<file path="config.mk">
export PLATFORM = sky130hd
export DESIGN_NAME = sp_ram_initiator_flat
export DESIGN_NICKNAME = d
export VERILOG_FILES = /design/src/rtl/sp_ram_initiator_pkg.sv /design/src/rtl/sp_ram_initiator_if.sv /design/src/rtl/sp_ram_initiator_rsp_fifo.sv /design/src/rtl/sp_ram_initiator.sv /design/src/flat_wrapper.sv
export SDC_FILE = /design/constraint.sdc
export NUM_CORES = 1
export LEC_CHECK = 0
export ABC_AREA = 1
export BUFFER_PORTS_ARGS = -buffer_cell sky130_fd_sc_hd__buf_2
export CAP_MARGIN = 20
export CORE_ASPECT_RATIO = 0.7
export CORE_MARGIN = 2
export CORE_UTILIZATION = 46
export CTS_BUF_LIST = sky130_fd_sc_hd__clkbuf_8
export DETAILED_ROUTE_END_ITERATION = 16
export PLACE_DENSITY = 0.78
export SLEW_MARGIN = 20
export SYNTH_ARGS = -nofsm -noshare
export SYNTH_HDL_FRONTEND = slang
export SYNTH_HIERARCHICAL = 1
export SYNTH_SLANG_ARGS = --single-unit
</file>
<file path="constraint.sdc">
create_clock -name clk -period 3 [get_ports clk]
set_input_delay 0.6 -clock clk [delete_from_list [all_inputs] [get_ports clk]]
set_output_delay 0.6 -clock clk [all_outputs]
set_load 0.005 [all_outputs]
</file>
<file path="src/rtl/sp_ram_initiator_pkg.sv">
// rtl/sp_ram_initiator_pkg.sv - shared types and helpers for the single-port RAM initiator
package sp_ram_init_pkg;

    localparam int DEF_DATA_WIDTH = 32;
    localparam int DEF_TAG_WIDTH  = DEF_DATA_WIDTH / 8;

    // One DIFT tag bit per data byte
    function automatic int tag_width(input int data_width);
        return data_width / 8;
    endfunction

    typedef struct packed {
        logic [DEF_DATA_WIDTH-1:0] data;
        logic [DEF_TAG_WIDTH-1:0]  tag;
    } rsp_t;

    typedef enum logic [1:0] {
        OP_LOAD      = 2'd0,
        OP_STORE     = 2'd1,
        OP_TAG_STORE = 2'd2
    } op_e;

endpackage

</file>
<file path="src/rtl/sp_ram_initiator_if.sv">
// rtl/sp_ram_initiator_if.sv - core-side req/gnt/rvalid/rready load-store interface
interface sp_ram_initiator_if #(
    parameter int ADDR_WIDTH = 15,
    parameter int DATA_WIDTH = 32
);
    localparam int TAG_WIDTH = sp_ram_init_pkg::tag_width(DATA_WIDTH);

    logic                  req;
    logic                  gnt;
    logic [ADDR_WIDTH-1:0] addr;
    logic                  we;
    logic                  tag_only;
    logic [TAG_WIDTH-1:0]  be;
    logic [DATA_WIDTH-1:0] wdata;
    logic                  wtag;
    logic                  rvalid;
    logic                  rready;
    logic [DATA_WIDTH-1:0] rdata;
    logic [TAG_WIDTH-1:0]  rtag;

    modport master (
        output req, addr, we, tag_only, be, wdata, wtag, rready,
        input  gnt, rvalid, rdata, rtag
    );

    modport slave (
        input  req, addr, we, tag_only, be, wdata, wtag, rready,
        output gnt, rvalid, rdata, rtag
    );

endinterface

</file>
<file path="src/rtl/sp_ram_initiator_rsp_fifo.sv">
// rtl/sp_ram_initiator_rsp_fifo.sv - response buffer FIFO with push/pop/count
module sp_ram_rsp_fifo
    import sp_ram_init_pkg::*;
#(
    parameter int  DEPTH   = 2,
    parameter type entry_t = rsp_t
) (
    input  logic                         clk,
    input  logic                         rst,
    input  logic                         push,
    input  entry_t                       push_data,
    input  logic                         pop,
    output entry_t                       head,
    output logic [$clog2(DEPTH+1)-1:0]   count,
    output logic                         empty
);
    localparam int PTR_W = (DEPTH > 1) ? $clog2(DEPTH) : 1;
    localparam int CNT_W = $clog2(DEPTH + 1);

    entry_t           mem [DEPTH];
    logic [PTR_W-1:0] wr_ptr;
    logic [PTR_W-1:0] rd_ptr;

    function automatic logic [PTR_W-1:0] ptr_next(input logic [PTR_W-1:0] p);
        return (p == PTR_W'(DEPTH - 1)) ? '0 : p + PTR_W'(1);
    endfunction

    assign head  = mem[rd_ptr];
    assign empty = (count == '0);

    // Storage is not reset: count alone says which entries are meaningful
    always_ff @(posedge clk) begin
        if (push) begin
            mem[wr_ptr] <= push_data;
        end
    end

    // Pointer and occupancy tracking; push and pop may coincide
    always_ff @(posedge clk) begin
        if (rst) begin
            wr_ptr <= '0;
            rd_ptr <= '0;
            count  <= '0;
        end else begin
            if (push) begin
                wr_ptr <= ptr_next(wr_ptr);
            end
            if (pop) begin
                rd_ptr <= ptr_next(rd_ptr);
            end
            case ({push, pop})
                2'b10:   count <= count + CNT_W'(1);
                2'b01:   count <= count - CNT_W'(1);
                default: count <= count;
            endcase
        end
    end

endmodule

</file>
<file path="src/rtl/sp_ram_initiator.sv">
// rtl/sp_ram_initiator.sv - load-store to single-port RAM initiator with DIFT tags
module sp_ram_initiator
    import sp_ram_init_pkg::*;
#(
    parameter int ADDR_WIDTH = 15,
    parameter int DATA_WIDTH = 32,
    parameter int RSP_DEPTH  = 2,
    localparam int TAG_WIDTH = tag_width(DATA_WIDTH)
) (
    input  logic                   clk,
    input  logic                   rst_i,
    sp_ram_initiator_if.slave      core,
    output logic                   ram_en_o,
    output logic [ADDR_WIDTH-1:0]  ram_addr_o,
    output logic                   ram_we_o,
    output logic [TAG_WIDTH-1:0]   ram_be_o,
    output logic [DATA_WIDTH-1:0]  ram_wdata_o,
    output logic                   ram_we_tag_o,
    output logic                   ram_wdata_tag_o,
    input  logic [DATA_WIDTH-1:0]  ram_rdata_i,
    input  logic [TAG_WIDTH-1:0]   ram_rdata_tag_i
);
    localparam int CNT_W = $clog2(RSP_DEPTH + 1);

    typedef struct packed {
        logic [DATA_WIDTH-1:0] data;
        logic [TAG_WIDTH-1:0]  tag;
    } entry_t;

    logic             inflight_valid;
    op_e              inflight_op;
    op_e              req_op;
    logic             gnt;
    logic [CNT_W-1:0] count;
    logic [CNT_W:0]   occ;
    logic             empty;
    logic             push;
    logic             pop;
    logic             rvalid;
    entry_t           captured;
    entry_t           head;
    entry_t           rsp_out;

    // Credits count the in-flight access too, so a response always has a slot;
    // a same-cycle pop is deliberately not credited back until it is registered
    assign occ = {1'b0, count} + (CNT_W + 1)'(inflight_valid);
    assign gnt = core.req & ~rst_i & (occ < (CNT_W + 1)'(RSP_DEPTH));
    assign core.gnt = gnt;

    // Classify the presented request
    always_comb begin
        req_op = OP_LOAD;
        if (core.we) begin
            req_op = core.tag_only ? OP_TAG_STORE : OP_STORE;
        end
    end

    // RAM port is driven straight from the core request in the grant cycle
    always_comb begin
        ram_en_o        = 1'b0;
        ram_addr_o      = '0;
        ram_we_o        = 1'b0;
        ram_be_o        = '0;
        ram_wdata_o     = '0;
        ram_we_tag_o    = 1'b0;
        ram_wdata_tag_o = 1'b0;
        if (gnt) begin
            ram_en_o   = 1'b1;
            ram_addr_o = core.addr;
            ram_be_o   = core.be;
            if (req_op != OP_LOAD) begin
                ram_we_o        = (req_op == OP_STORE);
                ram_wdata_o     = core.wdata;
                ram_we_tag_o    = 1'b1;
                ram_wdata_tag_o = core.wtag;
            end
        end
    end

    // Track the single access whose response arrives next cycle
    always_ff @(posedge clk) begin
        if (rst_i) begin
            inflight_valid <= 1'b0;
            inflight_op    <= OP_LOAD;
        end else begin
            inflight_valid <= gnt;
            inflight_op    <= req_op;
        end
    end

    // Loads return RAM data; stores complete with an all-zero response
    always_comb begin
        captured = '0;
        if (inflight_op == OP_LOAD) begin
            captured.data = ram_rdata_i;
            captured.tag  = ram_rdata_tag_i;
        end
    end

    // The fresh response bypasses the buffer only when nothing older is waiting
    assign push = ~rst_i & inflight_valid & (~empty | ~core.rready);
    assign pop  = ~rst_i & ~empty & core.rready;

    sp_ram_rsp_fifo #(
        .DEPTH   (RSP_DEPTH),
        .entry_t (entry_t)
    ) u_rsp_fifo (
        .clk       (clk),
        .rst       (rst_i),
        .push      (push),
        .push_data (captured),
        .pop       (pop),
        .head      (head),
        .count     (count),
        .empty     (empty)
    );

    // Response output: head of buffer if occupied, else the pass-through entry
    always_comb begin
        rsp_out = empty ? captured : head;
        rvalid  = ~rst_i & (inflight_valid | ~empty);
    end

    assign core.rvalid = rvalid;
    assign core.rdata  = rvalid ? rsp_out.data : '0;
    assign core.rtag   = rvalid ? rsp_out.tag  : '0;

endmodule

</file>
<file path="src/flat_wrapper.sv">
// flat-port wrapper written by rule: the top's interface ports become plain ports
module sp_ram_initiator_flat import sp_ram_init_pkg::*;
#(
    parameter int ADDR_WIDTH = 15,
    parameter int DATA_WIDTH = 32,
    parameter int RSP_DEPTH  = 2,
    localparam int TAG_WIDTH = tag_width(DATA_WIDTH)
)
  (clk, rst_i, ram_en_o, ram_addr_o, ram_we_o, ram_be_o, ram_wdata_o, ram_we_tag_o, ram_wdata_tag_o, ram_rdata_i, ram_rdata_tag_i, core_req, core_addr, core_we, core_tag_only, core_be, core_wdata, core_wtag, core_rready, core_gnt, core_rvalid, core_rdata, core_rtag);
  sp_ram_initiator_if #(.ADDR_WIDTH(ADDR_WIDTH), .DATA_WIDTH(DATA_WIDTH)) core_i ();
  input  logic clk;
  input  logic rst_i;
  output logic ram_en_o;
  output logic [ADDR_WIDTH-1:0] ram_addr_o;
  output logic ram_we_o;
  output logic [TAG_WIDTH-1:0] ram_be_o;
  output logic [DATA_WIDTH-1:0] ram_wdata_o;
  output logic ram_we_tag_o;
  output logic ram_wdata_tag_o;
  input  logic [DATA_WIDTH-1:0] ram_rdata_i;
  input  logic [TAG_WIDTH-1:0] ram_rdata_tag_i;
  input wire logic [$bits(core_i.req)-1:0] core_req;
  input wire logic [$bits(core_i.addr)-1:0] core_addr;
  input wire logic [$bits(core_i.we)-1:0] core_we;
  input wire logic [$bits(core_i.tag_only)-1:0] core_tag_only;
  input wire logic [$bits(core_i.be)-1:0] core_be;
  input wire logic [$bits(core_i.wdata)-1:0] core_wdata;
  input wire logic [$bits(core_i.wtag)-1:0] core_wtag;
  input wire logic [$bits(core_i.rready)-1:0] core_rready;
  output wire logic [$bits(core_i.gnt)-1:0] core_gnt;
  output wire logic [$bits(core_i.rvalid)-1:0] core_rvalid;
  output wire logic [$bits(core_i.rdata)-1:0] core_rdata;
  output wire logic [$bits(core_i.rtag)-1:0] core_rtag;
  assign core_i.req = core_req;
  assign core_i.addr = core_addr;
  assign core_i.we = core_we;
  assign core_i.tag_only = core_tag_only;
  assign core_i.be = core_be;
  assign core_i.wdata = core_wdata;
  assign core_i.wtag = core_wtag;
  assign core_i.rready = core_rready;
  assign core_gnt = core_i.gnt;
  assign core_rvalid = core_i.rvalid;
  assign core_rdata = core_i.rdata;
  assign core_rtag = core_i.rtag;
  sp_ram_initiator #(.ADDR_WIDTH(ADDR_WIDTH), .DATA_WIDTH(DATA_WIDTH), .RSP_DEPTH(RSP_DEPTH)) u_core (.clk(clk), .rst_i(rst_i), .core(core_i), .ram_en_o(ram_en_o), .ram_addr_o(ram_addr_o), .ram_we_o(ram_we_o), .ram_be_o(ram_be_o), .ram_wdata_o(ram_wdata_o), .ram_we_tag_o(ram_we_tag_o), .ram_wdata_tag_o(ram_wdata_tag_o), .ram_rdata_i(ram_rdata_i), .ram_rdata_tag_i(ram_rdata_tag_i));
endmodule
</file>
# Word-level counts from Yosys, hierarchy flattened
# Memories as Yosys holds them, arrays and structs flattened. A register that Yosys moved wholly into a read port is not among the register bits.
# Cells that the tools add are included.
# classes
n_mux,24
magnitude_cmp,1
bitwise_logic,12
n_reduce_logical,4
n_addsub,5
n_eq_ne,3
# op_table
op,count
32-bit 2-to-1 mux,3
36-bit 2-to-1 mux,2
15-bit 2-to-1 mux,1
1-bit 2-to-1 mux,13
4-bit 2-to-1 mux,2
1-bit AND,7
"2-bit by 1-bit == test with 1-bit output, second input constant",2
2-bit zero test,2
2-bit 2-to-1 mux,2
2-bit one-hot mux with 2 select lines,1
2-bit nonzero test,2
2-bit by 1-bit adder with 3-bit output,1
"3-bit by 2-bit less-than comparator with 1-bit output, second input constant",1
1-bit NOT,3
"1-bit adder, second input constant",2
"2-bit by 1-bit adder with 2-bit output, second input constant",1
"2-bit == test, second input constant",1
1-bit bitwise OR,2
"2-bit by 1-bit subtractor with 2-bit output, second input constant",1
# word_totals
mem_count,1
mem_bits_rw,72
in_bits,94
regBits,7
# memory_table
memory,depth,word_bits,read_ports,rd_clocked_by_memory_dff,wr,line_no,rtl
u_core.u_rsp_fifo.mem,2,36,1,1,1,sp_ram_initiator_rsp_fifo.sv:20,entry_t mem [DEPTH];

# Longest topological paths before layout
# Gate-level depths: netlist of the first run.
# logic_depth
depth_word,6
ltp_mapped,9

# Hierarchy
# The synthesis of the first run kept the hierarchy.
# modules_own_cells
mod,seq_area_each_um2,cells_per_inst,area_each_um2,n_inst
sp_ram_rsp_fifo,2262.2,143,2969.1,1
sp_ram_initiator,60.1,398,2020.7,1

# Worst setup path after synthesis of the first run
# OpenSTA, ideal clock, no wires.
# synth_path
path_type,in2reg
startpoint,in core_rready
endpoint,mem u_core/u_rsp_fifo/mem[0][0] (netlist name) (enable)
path_buffers,0
t_arrival_ps,2547
path_slack_ps,24
cell_stages,3
setup_time_ps,429
t_required_ps,2571
cell_sequence,a211oi_1 -> inv_1 -> nor2_1
# synth_via
elab_chain_len,5
# synth_lines
item,line_no,rtl
from (decl),flat_wrapper.sv:29,input wire logic [$bits(core_i.rready)-1:0] core_rready;
1-bit NOT,sp_ram_initiator.sv:101,assign push = ~rst_i & inflight_valid & (~empty | ~core.rready);
1-bit bitwise OR,sp_ram_initiator.sv:101,
1-bit AND,sp_ram_initiator.sv:101,
1-bit 2-to-1 mux,sp_ram_initiator_rsp_fifo.sv:33,if (push) begin
1-bit 2-to-1 mux (not written as such),sp_ram_initiator_rsp_fifo.sv:34,mem[wr_ptr] <= push_data;
to (decl),sp_ram_initiator_rsp_fifo.sv:20,
# No other way between the ends.

# Final worst setup path of the first run
# layout_path
startpoint,reg u_core.u_rsp_fifo.count[1]
endpoint,out core_rdata[13]
# layout_via
elab_chain_len,5
elab_cells_between_ends,6
# layout_lines
item,line_no,rtl
from (decl),sp_ram_initiator_rsp_fifo.sv:14,"output logic [$clog2(DEPTH+1)-1:0] count,"
from (signal assigned),sp_ram_initiator_rsp_fifo.sv:52,2'b10: count <= count + CNT_W'(1);
from (signal assigned),sp_ram_initiator_rsp_fifo.sv:53,2'b01: count <= count - CNT_W'(1);
from (signal assigned),sp_ram_initiator_rsp_fifo.sv:54,default: count <= count;
2-bit zero test (*),sp_ram_initiator_rsp_fifo.sv:29,assign empty = (count == '0);
net u_core.empty,sp_ram_initiator.sv:36,logic empty;
1-bit NOT,sp_ram_initiator.sv:121,rvalid = ~rst_i & (inflight_valid | ~empty);
1-bit bitwise OR,sp_ram_initiator.sv:121,
1-bit AND,sp_ram_initiator.sv:121,
32-bit 2-to-1 mux (*),sp_ram_initiator.sv:125,assign core.rdata = rvalid ? rsp_out.data : '0;
to (decl),flat_wrapper.sv:32,output wire logic [$bits(core_i.rdata)-1:0] core_rdata;
# The timed path passes the listed nets; every way through them passes the cells marked *.

==> out/metrics.cfg, run 1 <==
[status]
status=finished clean

[grt]
grt_max_degree=73
grt_pass1_vias=3914
antenna_found_initial=0
grt_first_pass_wirelength_mm=18.75
grt_overflow=0
globalRouteTotalUtil_pct=19.82

[routing]
route.detailed.drc=0
ant_nets=0
wl_per_cell_um=13.90
drtPass1Iterations=4
drt_iter0_drc=177
vias=4149
vias_per_cell=4.910
wl_mm=11.75

[critical_path]
reg2reg_setup_slack_ps=970
worstPathCellList=nor2_1 -> inv_4 -> nand2_1 -> nand3_1 -> nor2_1 -> buf_2
crit_required_ps=2400
startpoint_type=flop
path_common_cell=nor2_1
cp_slowest_stage_delay_ps=350
crit_buf_inv=2
endpoint_kind=primary output
r2r_end=u_core/u_rsp_fifo/mem[1][1]$_DFFE_PP_
crit_arrival_ps=1860
crit_slowest_cell=nor2_1
r2r_cells=3
crit_fanout=72
path_delay_family=simple AND/OR/NAND/NOR gates
worstReg2RegStart=u_core/inflight_op[1]$_SDFF_PP0_
path_class=flop to primary output

[power_and_ir_drop]
combPwrFrac_pct=19.4
seqPwrFrac_pct=52.2
power.leakage_nw=2.841
peakVddDrop_uv=210.2
power_density_mw_per_mm2=390.5
totalPowerFinal_mw=2.388
power_switching_mw=0.6548
sw_frac_of_total_pct=27.42
intPower_mw=1.734
pwr-share-clk_pct=28.4

[clocking]
clk_root_buffer_cell=clkbuf_8
tritoncts=done
ctsLongestPathBuffers=2
cts_hold_buf=0
insertion_delay_ps=340
cts_buffers=9
post-cts-setup-buffers=0
clkTransAtPathRegs_ps=70
numClockSinks=80
htreeDepth=3

[die]
die_x_um=128.5
start_util_pct=47.82
dieArea_sq_mm=0.01171
io_pins=187
die_h_um=91.14
coreArea_sq_mm=0.01043
rows=31

[final_layout]
final_nets=803
drive_gt1_share_pct=41.09
fillers=927
layout.cells.non_filler=845
final_cell_mix=buf_2, nor2_1, inv_1, nand2_1, edfxtp_1
synthToLayoutAreaGrowth_pct=22.57
antenna_cells=0
layout_commonest_cell=buf_2

[placed_design]
dp_hpwl_mm=8.420
dp_cells=829
portBuffers=186
place_congestion=0.7697
place_ws_ps=644.9

[synthesis]
yosys_warnings=6
ys_seq_area_share_pct=46.54
syn_nets=636
syn_area_sq_mm=0.004990
synthCells=541
ys_types=27
ys_ff_latch=80
synth_area_per_cell_sq_um=9.223

[timing]
period_share_pct=82.11
layout_min_cycle_time_ps=2463
finClkSkew_ps=9.388
drv_slew=0
setup_tns_ps=0
max_freq_mhz=405.9
worst_pin_slew_ps=913.5
finalWorstSetupSlack_ps=536.6
rsz0062_at_grt=false
slew_headroom_pct=38.95
finalSetupViolations=0
hold_violations=0

[min_path]
hold-path-endpoint=u_core/inflight_op[1]$_SDFF_PP0_
min_path_type=input port to flop
hold_start=core_tag_only
min_path_cells=3

[job]
max-cap-violations=0

[tightest hold or removal path, stage by stage]
cell	delay, ps
buf_2	100
inv_1	60
nor3_1	40
[per-layer routing]
metal / vias to the layer above / GRT usage, % / routed length [um]
met5: - / 0 / 0
met4: 0 / 3.114 / 53
met3: 5 / 3.889 / 707
met2: 120 / 33.33 / 5700
met1: 1934 / 27.09 / 5285
li1: 2090 / - / -
[Yosys cell counts]
cell,number,area share (%)
a211oi_1,1,0.15
a21oi_1,38,3.8
buf_12,3,1.2
buf_2,15,1.5
buf_4,1,0.15
buf_6,6,1.4
clkbuf_1,15,1.1
dfxtp_1,8,3.2
edfxtp_1,72,43
ha_1,1,0.25
inv_1,82,6.2
inv_2,2,0.15
inv_4,1,0.13
mux2_2,6,1.4
mux2_4,30,9.0
nand2_1,78,5.9
nand2_2,1,0.13
nand3_1,36,3.6
nand4_1,1,0.13
nor2_1,84,6.3
nor2_4,1,0.23
nor3_1,2,0.20
nor3_2,35,7.0
nor3b_1,17,2.6
nor3b_2,3,0.75
o21ai_0,1,0.10
xnor2_1,1,0.18
[what timing repair did]
action                                  CTS  global route
endpoints found under the setup margin    0            36
gates resized for setup                   0             1
endpoints found under the hold margin     0             0
[logic make-up (layout without fill, tap and decap cells)]
kind of cell	Yosys count	after routing	share of synthesized area (%)
muxes	36	36	10.38
and+or+nand+nor	258	258	26.81
AOI/OAI and AO/OA	40	40	4.062
buffers and inverters	125	297	11.79
adders and majority gates	1	1	0.2507
xor gates and xnor gates	1	1	0.1756
DFF	80	80	46.54
[stage by stage]
stage	util, %	hold slack [ps]	area [sq um]
5_1_grt	58.62	511.6	6116
3_3_place_gp	56.96	499.5	5943
2_1_floorplan	-	481.3	4990
3_5_place_dp	56.96	509.3	5943
4_1_cts	58.59	494.6	6113
6_report	58.62	512.4	6116
[worst max-delay path by stage]
stage	start	endpoint	slack, ps	depth (start not counted)
after floorplan	core_rready	u_core/u_rsp_fifo/mem[0][0]$_DFFE_PP_	20	3
after global placement	rst_i	ram_addr_o[2]	700	6
after detailed placement	u_core/u_rsp_fifo/count[0]$_SDFFE_PP0P_	core_rdata[12]	640	6
after CTS	u_core/u_rsp_fifo/count[0]$_SDFFE_PP0P_	core_rdata[12]	250	6
after global routing	u_core/u_rsp_fifo/count[0]$_SDFFE_PP0P_	core_rdata[12]	340	6
final	u_core/u_rsp_fifo/count[1]$_SDFFE_PP0P_	core_rdata[13]	540	6
[power groups by stage]
stage	clock network, mW	logic, mW	registers, mW
global placement	0	0.449	1.27
detailed placement	0	0.464	1.27
global route	0.747	0.519	1.25
floorplan	0	0.300	1.27
CTS	0.698	0.466	1.25
finish	0.678	0.464	1.25
[registers in the layout, indices dropped and copies added (netlist names), named ones only]
signal / count
u_core/u_rsp_fifo/mem: 72
u_core/inflight_op: 2
u_core/u_rsp_fifo/rd_ptr: 1
u_core/u_rsp_fifo/wr_ptr: 1
u_core/inflight_valid: 1
u_core/u_rsp_fifo/count: 2
[cell type report]
class | count | area (sq um) | area share [%]
clock inverter | 7 | 46.29 | 0.7570
sequential | 80 | 2323 | 37.99
clock buffer | 9 | 123.9 | 2.025
multi-input combinational | 336 | 2090 | 34.17
tap | 132 | 165.2 | 2.700
inverter | 85 | 324.1 | 5.299
timing repair buffer | 196 | 1044 | 17.06
Note: power is estimated with default switching activity, not from simulation.
==> run 2: changes to the inputs <==
- clock period: 3 -> 2 ns (I/O delays scaled with it)
==> run 2 against run 1 <==
The run now ends with setup timing left. First-iteration DRC count increased by 30%. Via count increased by 3.5%. Routed wire length increased by 5.4%. Combinational power increased by 67%. Clock-buffer cell count unchanged. Design area increased by 5.1%. Setup slack got worse by 560 ps. Hold slack got worse by 200 ps. Highest routed layer unchanged.
==> out/metrics.cfg, run 2 (synthesis results as in run 1) <==
[status]
status=finished with violations
violations=setup timing

[job]
max-cap-violations=0  ; unchanged

[grt]
globalRouteTotalUtil_pct=20.99  ; +1.2 points
grt_pass1_vias=4050  ; +3.5%
grt_max_degree=57  ; -22%
grt_overflow=0  ; unchanged
grt_first_pass_wirelength_mm=19.53  ; +4.2%
antenna_found_initial=0  ; unchanged

[min_path]
hold_start=core_tag_only
hold-path-endpoint=u_core/inflight_op[1]$_SDFF_PP0_
min_path_cells=3  ; unchanged
min_path_type=input port to flop

[final_layout]
layout.cells.non_filler=856  ; +1.3%
final_cell_mix=buf_2, nor2_1, edfxtp_1, nand2_1, inv_1
top_register=u_core/u_rsp_fifo/mem
fillers=878  ; -5.3%
layout_commonest_cell=buf_2
synthToLayoutAreaGrowth_pct=28.79
largest_register_ffs=72  ; unchanged
regArea_sq_mm=0.002327  ; +0.16%
reg.largest.list=u_core/u_rsp_fifo/mem: 72 flops, u_core/inflight_op: 2 flops, u_core/u_rsp_fifo/count: 2 flops
final_core_utilization_pct=61.59  ; +3.0 points
multi_input_area_sq_mm=0.002202  ; +5.4%
drive_gt1_share_pct=49.45  ; +8.4 points
final_nets=814  ; +1.4%
antenna_cells=0  ; unchanged
final_cell_area_sq_mm=0.006426  ; +5.1%

[routing]
route.detailed.drc=0  ; unchanged
wl_mm=12.38  ; +5.4%
wl_per_cell_um=14.46  ; +4.0%
drt_iter0_drc=230  ; +30%
vias=4294  ; +3.5%
vias_per_cell=5.016  ; +2.2%
ant_nets=0  ; unchanged
drtPass1Iterations=4  ; unchanged

[clocking]
insertion_delay_ps=350  ; about the same
ctsLongestPathBuffers=2  ; unchanged
numClockSinks=80  ; unchanged
tritoncts=done
clkTransAtPathRegs_ps=80  ; about the same
clk_root_buffer_cell=clkbuf_8
cts_buffers=9  ; unchanged
htreeDepth=3  ; unchanged
cts_hold_buf=0  ; unchanged

[power_and_ir_drop]
power_density_mw_per_mm2=563.1  ; +44%
peakVddDrop_uv=342.5  ; +63%
intPower_mw=2.628  ; +52%
power.leakage_nw=2.953  ; +4.0%
seqPwrFrac_pct=51.7  ; -0.5 points
combPwrFrac_pct=21.4  ; +2.0 points
power_switching_mw=0.9913  ; +51%
pwr-share-clk_pct=26.8  ; -1.6 points
sw_frac_of_total_pct=27.39  ; about the same

[die]
io_pins=187  ; unchanged
start_util_pct=47.82  ; unchanged
coreArea_sq_mm=0.01043  ; unchanged
dieArea_sq_mm=0.01171  ; unchanged
die_h_um=91.14  ; unchanged
die_x_um=128.5  ; unchanged
rows=31  ; unchanged

[placed_design]
place_congestion=0.7959  ; +3.4%
dp_cells=837  ; +0.97%
placed_cell_area_sq_mm=0.006103  ; +2.7%
dp_hpwl_mm=8.736  ; +3.8%
place_ws_ps=184.4  ; -460.5 ps
portBuffers=186  ; unchanged

[critical_path]
reg2reg_setup_slack_ps=170  ; -800 ps
crit_required_ps=1600  ; -800 ps
startpoint_type=flop
crit_arrival_ps=1620  ; -240 ps
r2r_cells=10  ; +7
endpoint_kind=primary output
r2r_end=u_core/u_rsp_fifo/count[1]$_SDFFE_PP0P_
crit_fanout=17  ; -76%
worstReg2RegStart=u_core/u_rsp_fifo/count[1]$_SDFFE_PP0P_
path_class=flop to primary output

[timing]
drv_slew=0  ; unchanged
finClkSkew_ps=8.234  ; -1.154 ps
layout_min_cycle_time_ps=2019
rsz0062_at_grt=true
finalSetupViolations=10  ; +10
hold_violations=0  ; unchanged
slew_headroom_pct=77.04  ; +38 points
max_freq_mhz=495.2
finalWorstSetupSlack_ps=-19.27  ; -555.9 ps
worst_pin_slew_ps=343.7  ; -569.8 ps
period_share_pct=101.0

[run 2: cell count changes in the layout (fill, tap and decap cells not counted), sizes merged]
cell / change
buf: +10
clkbuf: +1
clkinv: +1
clkinvlp: -2
inv: +1
[run 2: worst max-delay path by stage]
stage | endpoint | slack [ps] | cells past startpoint
after floorplan | u_core/u_rsp_fifo/mem[1][0]$_DFFE_PP_ | 30 | 4
after global placement | u_core/u_rsp_fifo/count[1]$_SDFFE_PP0P_ | 200 | 9
after detailed placement | u_core/u_rsp_fifo/count[1]$_SDFFE_PP0P_ | 180 | 9
after CTS | core_rdata[31] | -50 | 7
after global routing | core_rdata[19] | -110 | 7
final | core_rdata[14] | -20 | 7
[run 2: stage by stage]
stage	setup TNS, ps	total power, mW	hold slack [ps]
after detailed placement	0	2.640	513.1
after CTS	-376.9	3.618	296.8
after global routing	-2636	3.808	304.7
after floorplan	0	2.356	472.4
after global placement	0	2.616	497.4
final	-85.42	3.619	312.7
[run 2: cell type report]
class,instances,share of cell area [%]
Multi-Input combinational cell,336,34.27
Tap cell,132,2.570
Inverter,85,5.004
Clock buffer,9,1.928
Sequential cell,80,36.21
Timing Repair Buffer,207,19.53
Clock inverter,7,0.4868
[run 2: power groups by stage]
| stage | registers [mW] | logic, mW | clock network, mW |
|---|---|---|---|
| 3_3_place_gp | 1.91 | 0.709 | 0 |
| 5_1_grt | 1.87 | 0.858 | 1.08 |
| 2_1_floorplan | 1.91 | 0.450 | 0 |
| 6_report | 1.87 | 0.776 | 0.971 |
| 3_5_place_dp | 1.91 | 0.731 | 0 |
| 4_1_cts | 1.87 | 0.744 | 1.00 |
[run 2: what timing repair did]
action / 4_1_cts / 5_1_grt
cloned: 0 / 1
gates resized for setup: 30 / 38
hold endpoints to repair: 0 / 0
pin swaps: 15 / 0
endpoints found under the setup margin: 38 / 70
buffers inserted: 0 / 2
[run 2: per-layer routing]
| metal | up-vias | wire (um) | track usage (%) |
|---|---|---|---|
| met1 | 2019 | 5840 | 30.05 |
| met2 | 144 | 5648 | 32.18 |
| li1 | 2114 | - | - |
| met4 | 0 | 148 | 5.037 |
| met3 | 17 | 739 | 5.009 |
| met5 | - | 0 | 0 |
[run 2: critical path, stage by stage, from the launching register on]
cell and delay (ps):
dfxtp_4 400, buf_12 190, mux2_4 320, inv_2 40
nand2_1 40, nand3_1 90, nor2_1 50, buf_2 120
==> run 3: changes to the inputs <==
- CORE_UTILIZATION: 46 -> 35
- GPL_TIMING_DRIVEN: unset -> 0
- PLACE_DENSITY: 0.78 -> unset
==> run 3 against run 2 <==
The flow still finishes with violations (setup timing). Clock skew about the same. First-iteration DRC count decreased by 17%. Largest power group unchanged. Critical endpoint is now core_rdata[4]. Setup slack got worse by 31 ps. Register-to-register slack got worse by 60 ps. Sequential power about the same.
==> out/metrics.cfg, run 3 (synthesis results as in run 1) <==
[timing]
rsz0062_at_grt=true
layout_min_cycle_time_ps=2051  ; +31.29 ps
slew_headroom_pct=61.34  ; -16 points
period_share_pct=102.5  ; +1.6 points
finClkSkew_ps=8.141  ; -0.09257 ps
setup_tns_ps=-622.7  ; -537.2 ps
max_freq_mhz=487.7  ; -1.5%
drv_slew=0  ; unchanged
finalWorstSetupSlack_ps=-50.57  ; -31.29 ps
worst_pin_slew_ps=579.9  ; +236.2 ps
whs_ps=292.3  ; -20.42 ps
hold_violations=0  ; unchanged
finalSetupViolations=29  ; +19

[clocking]
ctsLongestPathBuffers=2  ; unchanged
clkTransAtPathRegs_ps=70  ; about the same
clk_root_buffer_cell=clkbuf_8
cts_hold_buf=0  ; unchanged
htreeDepth=3  ; unchanged
numClockSinks=80  ; unchanged
tritoncts=done
insertion_delay_ps=350  ; about the same
cts_buffers=9  ; unchanged

[placed_design]
portBuffers=185  ; -0.54%
place_congestion=0.8909  ; +12%
dp_hpwl_mm=9.821  ; +12%

[critical_path]
endpoint_kind=primary output
path_class=flop to primary output
crit_arrival_ps=1650  ; +30 ps
crit_required_ps=1600  ; about the same
startpoint_type=flop
r2r_end=u_core/u_rsp_fifo/count[1]$_SDFFE_PP0P_
r2r_cells=10  ; unchanged
worstReg2RegStart=u_core/u_rsp_fifo/count[1]$_SDFFE_PP0P_
crit_fanout=5  ; -12
reg2reg_setup_slack_ps=110  ; -60 ps

[routing]
drt_iter0_drc=191  ; -17%
vias_per_cell=4.637  ; -7.6%
wl_mm=13.59  ; +9.8%
ant_nets=0  ; unchanged
wl_per_cell_um=14.41  ; -0.34%
drtPass1Iterations=4  ; unchanged
route.detailed.drc=0  ; unchanged
vias=4373  ; +1.8%

[job]
max-cap-violations=0  ; unchanged

[final_layout]
top_register=u_core/u_rsp_fifo/mem
reg.largest.list=u_core/u_rsp_fifo/mem: 72 flops, u_core/inflight_op: 2 flops, u_core/u_rsp_fifo/count: 2 flops
final_cell_mix=buf_2, nor2_1, edfxtp_1, nand2_1, inv_1
drive_gt1_share_pct=52.99  ; +3.5 points
antenna_cells=0  ; unchanged
layout_commonest_cell=buf_2
fillers=1336  ; +52%
synthToLayoutAreaGrowth_pct=37.24
final_nets=844  ; +3.7%
largest_register_ffs=72  ; unchanged

[power_and_ir_drop]
peakVddDrop_uv=320.0  ; -6.6%
power_density_mw_per_mm2=575.1  ; +2.1%
power.leakage_nw=3.114  ; +5.4%

[min_path]
min_path_type=input port to flop
min_path_cells=3  ; unchanged
hold_start=core_tag_only
hold-path-endpoint=u_core/inflight_op[1]$_SDFF_PP0_

[die]
coreArea_sq_mm=0.01392  ; +33%
die_x_um=146.7  ; +14%
dieArea_sq_mm=0.01524  ; +30%
die_h_um=103.9  ; +14%
rows=36  ; +16%
io_pins=187  ; unchanged
start_util_pct=35.85  ; -12 points

[grt]
grt_max_degree=23  ; -60%
grt_first_pass_wirelength_mm=21.09  ; +8.0%
globalRouteTotalUtil_pct=17.36  ; -3.6 points
antenna_found_initial=0  ; unchanged
grt_overflow=0  ; unchanged
grt_pass1_vias=4256  ; +5.1%

[status]
violations=setup timing
status=finished with violations

-- run 3: cell types whose count changed in the layout (fill, tap and decap cells not counted), moves of 5 or more --
cell      previous run  this run
nor2_2               1         7
buf_2              186       192
buf_6                3         8
nand2_1             71        63
nand2_2              7        15
clkbuf_1             0         5
nor2_1              81        74
buf_4                6        13
buf_12              11         6
nand3_2              9        14
nand3_1             27        22
buf_16               0         5
-- run 3: worst max-delay path by stage --
stage | endpoint | slack [ps]
detailed placement | u_core/u_rsp_fifo/mem[0][20]$_DFFE_PP_ | -220
CTS | core_rdata[4] | -120
floorplan | u_core/u_rsp_fifo/mem[1][0]$_DFFE_PP_ | 30
global route | core_rdata[27] | -120
finish | core_rdata[4] | -50
global placement | u_core/u_rsp_fifo/mem[1][23]$_DFFE_PP_ | -660
-- run 3: layout make-up --
| type | instances | area (sq um) | area share, % |
|---|---|---|---|
| Sequential cell | 80 | 2331 | 34.04 |
| Inverter | 85 | 326.6 | 4.769 |
| Clock buffer | 9 | 123.9 | 1.809 |
| Clock inverter | 6 | 76.32 | 1.115 |
| Multi-Input combinational cell | 336 | 2265 | 33.07 |
| Timing Repair Buffer | 198 | 1169 | 17.07 |
| Buffer | 39 | 319.1 | 4.659 |
| Tap cell | 190 | 237.7 | 3.472 |
-- run 3: where the power goes --
group | switching [mW] | total [mW] | internal (mW)
Clock | 0.546 | 1.23 | 0.681
Combinational | 0.467 | 0.840 | 0.373
Sequential | 0.0123 | 1.87 | 1.86
Total | 1.03 | 3.94 | 2.91
-- run 3: what timing repair did --
item	CTS	global route
pin swaps	28	13
buffers inserted	6	2
cloned	3	0
endpoints found under the setup margin	91	57
gates resized for setup	75	55
-- run 3: layer usage --
layer / vias up / global-route usage (%) / share of wire, %
met1: 2079 / 23.10 / 47
met5: - / 0 / 0
met3: 11 / 4.430 / 4.7
li1: 2182 / - / -
met2: 101 / 28.64 / 48
met4: 0 / 3.814 / 0.71
-- run 3: worst max-delay path, stage by stage, from the launching register on --
cell	delay (ps)
dfxtp_4	390
buf_12	140
buf_12	130
mux2_4	300
inv_2	40
nand2_1	50
nand3_1	80
nor2_2	60
buf_2	130
-- run 3: stage by stage --
| step | util, % | total power [mW] | instances | worst slack [ps] | area [sq um] |
|---|---|---|---|---|---|
| floorplan | - | 2.356 | 541 | 31.81 | 4997 |
| global placement | 44.26 | 2.630 | 916 | -655.4 | 6161 |
| detailed placement | 44.66 | 2.653 | 918 | -224.4 | 6216 |
| CTS | 48.27 | 3.935 | 942 | -120.6 | 6718 |
| global route | 49.20 | 4.109 | 943 | -123.4 | 6848 |
| finish | 49.20 | 3.938 | 943 | -50.57 | 6848 |
